--- config.mk ---
export PLATFORM = sky130hd
export DESIGN_NAME = spi_slave_if
export DESIGN_NICKNAME = d
export VERILOG_FILES = /design/src/rtl/spi_slave_if.sv
export SDC_FILE = /design/constraint.sdc
export NUM_CORES = 1
export LEC_CHECK = 0
export ABC_CLOCK_PERIOD_IN_PS = 3800
export CORE_ASPECT_RATIO = 1.1
export CORE_MARGIN = 1.5
export CORE_UTILIZATION = 25
export CTS_CLUSTER_DIAMETER = 50
export DETAILED_ROUTE_END_ITERATION = 8
export PLACE_DENSITY = 0.51
export SLEW_MARGIN = 20
export SYNTH_ARGS = -nofsm -noshare
export SYNTH_HDL_FRONTEND = slang
export SYNTH_SLANG_ARGS = --single-unit
--- constraint.sdc ---
create_clock -name clk -period 3.8 [get_ports clk]
set_input_delay 1.14 -clock clk [delete_from_list [all_inputs] [get_ports clk]]
set_output_delay 1.14 -clock clk [all_outputs]
set_load 0.02 [all_outputs]
--- src/rtl/spi_slave_if.sv ---
// SPI mode-0 slave front end: oversamples the async SPI pins in clk, frames each select
// window as a command byte plus data bytes, and shifts the registered response out on MISO.
module spi_slave_if #(
    parameter int SYNC_STAGES = 2
) (
    input  logic        clk,
    input  logic        reset_n,
    input  logic        spi_sclk,
    input  logic        spi_ssel_n,
    input  logic        spi_mosi,
    output logic        spi_miso,
    output logic [7:0]  spi_cmd,
    output logic [63:0] spi_rxdata,
    output logic [3:0]  spi_rxlen,
    output logic        spi_msg_end,
    input  logic [63:0] spi_txdata,
    input  logic        spi_txdata_valid
);

    // state | meaning
    // IDLE  | deselected, MISO held low, waiting for ssel fall
    // CMD   | receiving the command byte
    // DATA  | receiving data bytes, shifting the response out on MISO
    typedef enum logic [1:0] {
        ST_IDLE = 2'd0,
        ST_CMD  = 2'd1,
        ST_DATA = 2'd2
    } state_t;

    localparam int SETTLE_W = $clog2(SYNC_STAGES + 2);
    localparam logic [SETTLE_W-1:0] SETTLE_INIT = SETTLE_W'(SYNC_STAGES + 1);

    logic [SYNC_STAGES-1:0] sclk_sync_q;
    logic [SYNC_STAGES-1:0] ssel_sync_q;
    logic [SYNC_STAGES-1:0] mosi_sync_q;
    logic                   sclk_edge_q;
    logic                   ssel_edge_q;
    logic [SETTLE_W-1:0]    settle_q;

    state_t      state_q, state_d, state_mid;
    logic [2:0]  bitcnt_q, bitcnt_d;
    logic [7:0]  rx_sh_q, rx_sh_d;
    logic [63:0] tx_sh_q, tx_sh_d;
    logic        miso_q, miso_d;
    logic [7:0]  cmd_q, cmd_d;
    logic [63:0] rxdata_q, rxdata_d;
    logic [3:0]  rxlen_q, rxlen_d;
    logic        msg_end_q, msg_end_d;

    logic        sclk_s, ssel_s, mosi_s;
    logic        sclk_rise, sclk_fall, ssel_rise, ssel_fall;
    logic [7:0]  rx_byte;
    logic [63:0] tx_load;

    assign sclk_s = sclk_sync_q[SYNC_STAGES-1];
    assign ssel_s = ssel_sync_q[SYNC_STAGES-1];
    assign mosi_s = mosi_sync_q[SYNC_STAGES-1];

    assign sclk_rise = sclk_s & ~sclk_edge_q;
    assign sclk_fall = ~sclk_s & sclk_edge_q;
    assign ssel_rise = ssel_s & ~ssel_edge_q;
    // A select already low when reset releases must not open a window: the chain
    // flushes from its reset value of 1 before falls are trusted.
    assign ssel_fall = ~ssel_s & ssel_edge_q & (settle_q == '0);

    assign rx_byte = {rx_sh_q[6:0], mosi_s};

    // Byte-reverse so response byte 0 sits at the top of the shifter, bit 7 first.
    always_comb begin
        tx_load = '0;
        for (int k = 0; k < 8; k++) begin
            tx_load[63-8*k -: 8] = spi_txdata[8*k+7 -: 8];
        end
    end

    always_ff @(posedge clk) begin
        if (!reset_n) begin
            sclk_sync_q <= '0;
            ssel_sync_q <= '1;
            mosi_sync_q <= '0;
            sclk_edge_q <= 1'b0;
            ssel_edge_q <= 1'b1;
            settle_q    <= SETTLE_INIT;
        end else begin
            sclk_sync_q <= {sclk_sync_q[SYNC_STAGES-2:0], spi_sclk};
            ssel_sync_q <= {ssel_sync_q[SYNC_STAGES-2:0], spi_ssel_n};
            mosi_sync_q <= {mosi_sync_q[SYNC_STAGES-2:0], spi_mosi};
            sclk_edge_q <= sclk_s;
            ssel_edge_q <= ssel_s;
            if (settle_q != '0) begin
                settle_q <= settle_q - 1'b1;
            end
        end
    end

    always_ff @(posedge clk) begin
        if (!reset_n) begin
            state_q   <= ST_IDLE;
            bitcnt_q  <= '0;
            rx_sh_q   <= '0;
            tx_sh_q   <= '0;
            miso_q    <= 1'b0;
            cmd_q     <= '0;
            rxdata_q  <= '0;
            rxlen_q   <= '0;
            msg_end_q <= 1'b0;
        end else begin
            state_q   <= state_d;
            bitcnt_q  <= bitcnt_d;
            rx_sh_q   <= rx_sh_d;
            tx_sh_q   <= tx_sh_d;
            miso_q    <= miso_d;
            cmd_q     <= cmd_d;
            rxdata_q  <= rxdata_d;
            rxlen_q   <= rxlen_d;
            msg_end_q <= msg_end_d;
        end
    end

    always_comb begin
        state_d   = state_q;
        state_mid = state_q;
        bitcnt_d  = bitcnt_q;
        rx_sh_d   = rx_sh_q;
        tx_sh_d   = tx_sh_q;
        miso_d    = miso_q;
        cmd_d     = cmd_q;
        rxdata_d  = rxdata_q;
        rxlen_d   = rxlen_q;
        msg_end_d = 1'b0;

        case (state_q)
            ST_IDLE: begin
                miso_d = 1'b0;
                if (ssel_fall) begin
                    state_d  = ST_CMD;
                    bitcnt_d = '0;
                    rx_sh_d  = '0;
                    tx_sh_d  = '0;
                    cmd_d    = '0;
                    rxdata_d = '0;
                    rxlen_d  = '0;
                end
            end
            ST_CMD, ST_DATA: begin
                if (sclk_rise) begin
                    rx_sh_d  = rx_byte;
                    bitcnt_d = bitcnt_q + 3'd1;
                    if (bitcnt_q == 3'd7) begin
                        if (state_q == ST_CMD) begin
                            cmd_d     = rx_byte;
                            tx_sh_d   = spi_txdata_valid ? tx_load : 64'd0;
                            state_mid = ST_DATA;
                        end else begin
                            rxdata_d = {rx_byte, rxdata_q[63:8]};
                            if (rxlen_q != 4'd8) begin
                                rxlen_d = rxlen_q + 4'd1;
                            end
                        end
                    end
                end
                if (sclk_fall && state_q == ST_DATA) begin
                    miso_d  = tx_sh_q[63];
                    tx_sh_d = {tx_sh_q[62:0], 1'b0};
                end
                // The sclk edge above is folded in first, so a byte finishing on the
                // same cycle as deselect still ends the message.
                if (ssel_rise) begin
                    state_d   = ST_IDLE;
                    msg_end_d = (state_mid == ST_DATA);
                end else begin
                    state_d = state_mid;
                end
            end
            default: begin
                state_d = ST_IDLE;
                miso_d  = 1'b0;
            end
        endcase
    end

    assign spi_miso    = miso_q;
    assign spi_cmd     = cmd_q;
    assign spi_rxdata  = rxdata_q;
    assign spi_rxlen   = rxlen_q;
    assign spi_msg_end = msg_end_q;

endmodule

==> results.toml <==
[clock_network]
path_clk_slew_ns = 0.07
cts_tree = "done"
hold_buffers = 0
root_buffer = "clkbuf_16"
cts_resized = 0
htreeDepth = 4
cts_buffer_depth = 2
cts.sinks = 164
cts_made_buffers = 17
worstSkewPairLatency_ns = 0.43
post-cts-setup-buffers = 0

[floorplan]
core_um2 = 27870
die_area_um2 = 29340
die_y_um = 179.5
start_util_pct = 25.40
die_w_um = 163.4
rows = 64
io_pins = 148

[global_routing]
grt_pass1_vias = 5750
grt_pass1_wl_um = 30220
grt_util_all_layers_pct = 12.70
overflow = 0
grt_max_degree = 216
antenna_found_initial = 0

[final_layout]
syn_to_final_growth_pct = 33.12
fillers = 2983
fin_util_pct = 33.82
multiInputGateArea_um2 = 3415
final_nets = 1003
regArea_um2 = 3283
drive_gt1_share_pct = 5.996

[routing]
routed_via_density = 4.812
ant_nets = 0
first_pass_iters = 5
wl_um = 18700
dr_total_vias = 6246
drt_iter0_drc = 541
wl_per_cell_um = 14.40
drc = 0

[logic_synthesis]
yosysUniqueCellTypes = 41
synth_top_flop_cell = "dfxtp_1"
postSynth.asyncResetShare_pct = 0
ys_seq_area_share_pct = 46.38
synthTopCellsByCount = "nand3_1 (191), dfxtp_1 (164), a21oi_1 (69)"
synth_edf_count = 0
syn-cell-area_um2 = 7079
avgSynthCellArea_um2 = 8.499
synth.largest_area_cell = "dfxtp_1"
synth_seq_cells = 164
synth_top_area_share_pct = 46.38
synth_fp_nets = 915
synth_most_common_cell = "nand3_1"
synth_cells = 833
yosysWarnings = 0
ys_top_cells_by_area = "dfxtp_1 (46%), nand3_1 (14%), o31ai_1 (6.7%)"

[power_and_ir_drop]
p_clk_share_pct = 48.7
irDropWorstVdd_v = 0.0002415
pwr-share-comb_pct = 5.6
power_frac_seq_pct = 45.7
internal-power_w = 0.002803
swShare_pct = 25.95
power_switching_w = 0.0009823
p_leak_nw = 3.276
power_density_nw_per_um2 = 401.7

[sta]
fmax_mhz = 365.7
setup_viol = 0
setup_slack_ns = 1.065
finalClockSkew_ns = 0.02034
rsz0062_at_grt = "no"
maxSlewHeadroom_pct = 35.27
min_period_over_period_pct = 71.97
finalSetupTns_ns = 0
worst_slew_pin_slew_ns = 0.9710
drv_slew = 0
hold_viol = 0
min_period_ns = 2.735

[worst_setup_path]
crit_required_ns = 4.08
endpoint_kind = "flop"
start_kind = "flop"
crit_path_max_fanout = 68
path_class = "reg2reg"
critPathArrivalTime_ns = 3.02

[placed_design]
gp_congestion = 0.7533
placement.setup.worst_slack_ns = 1.039
hpwl_um = 11550
port_buffers = 147

[flow_run]
cap_violations = 0

[run_status]
status = "finished clean"

[min_path]
hold_path_class = "reg2reg"
-- placed cells by master, fill, tap and decap left out, types with 8 or more instances in the layout --
cell,count
nand3_1,191
nor2_1,9
clkbuf_16,17
buf_4,8
nand2b_1,10
and2_1,13
o21ai_1,16
a21oi_1,69
and3_1,64
o31ai_1,63
ha_1,11
clkinv_8,8
clkdlybuf4s50_1,146
nand2_1,26
mux2i_1,19
o21ai_0,46
dfxtp_1,164
-- final cells by class --
class,instances,area share [%]
clock buffer,17,4.514
clock inverter,15,2.390
inverter,7,0.2788
multi-input combinational,573,36.23
sequential,164,34.84
tap,363,4.819
antenna,1,0.02655
timing repair buffer,158,16.90
-- through the flow --
step	power (W)	std cells	hold WS, ns	area (µm²)
global route	0.003956	1297	0.4221	9422
floorplan	0.001890	833	0.3863	7079
finish	0.003786	1298	0.4175	9424
CTS	0.003850	1296	0.4183	9402
detailed placement	0.001985	1264	0.4009	8751
global placement	0.001984	1264	0.3955	8751
-- cell families (layout without fill, tap and decap cells) --
family,after synthesis,count (layout),synth area share [%]
and+or+nand+nor,331,331,24.94
AOI/OAI and AO/OA,209,209,17.71
DFF,164,164,46.38
buffers and inverters,96,197,5.885
muxes,20,20,2.845
adders and majority gates,12,12,2.121
xor gates and xnor gates,1,1,0.1237
other,0,1,0
-- flip-flops by register name, indices dropped and copies added, names as in the netlist --
| register | count |
|---|---|
| spi_cmd | 8 |
| spi_msg_end | 1 |
| tx_sh_q | 64 |
| mosi_sync_q | 2 |
| ssel_sync_q | 2 |
| ssel_edge_q | 1 |
| spi_miso | 1 |
| state_q | 2 |
| bitcnt_q | 3 |
| sclk_sync_q | 2 |
| spi_rxdata | 64 |
| settle_q | 2 |
| rx_sh_q | 7 |
| spi_rxlen | 4 |
| sclk_edge_q | 1 |
-- worst max-delay path, cell delays in order, from the launching register on --
cell and delay (ns):
dfxtp_1 0.45, inv_1 0.12, ha_2 0.58, nand2b_1 0.21
a221o_4 0.72, buf_12 0.30, nand3_1 0.10, o21ai_0 0.09
-- layer usage --
metal	GRT usage [%]	up-vias	wire length [µm]
met2	18.59	148	8033
li1	-	3211	-
met4	3.303	0	156
met1	17.83	2875	9255
met3	3.992	12	1250
met5	0	-	0
-- path summary, 6_finish.rpt --
| path | start | to | slack (ns) | cells after the start |
|---|---|---|---|---|
| worst min register to register | ssel_sync_q[0] | ssel_sync_q[1] | 0.42 | 1 |
| worst max-delay path | state_q[0] | spi_rxdata[24] | 1.07 | 7 |
| worst max register to register | state_q[0] | spi_rxdata[24] | 1.07 | 7 |
| worst min-delay path | ssel_sync_q[0] | ssel_sync_q[1] | 0.42 | 1 |
-- power groups by stage --
stage / Clock, W / Sequential, W / Combinational (W)
2_1_floorplan: 0 / 0.00177 / 0.000121
3_3_place_gp: 0 / 0.00177 / 0.000214
3_5_place_dp: 0 / 0.00177 / 0.000214
4_1_cts: 0.00191 / 0.00173 / 0.000215
5_1_grt: 0.00199 / 0.00173 / 0.000237
6_report: 0.00184 / 0.00173 / 0.000212
Note: power is estimated with default switching activity, not from simulation.
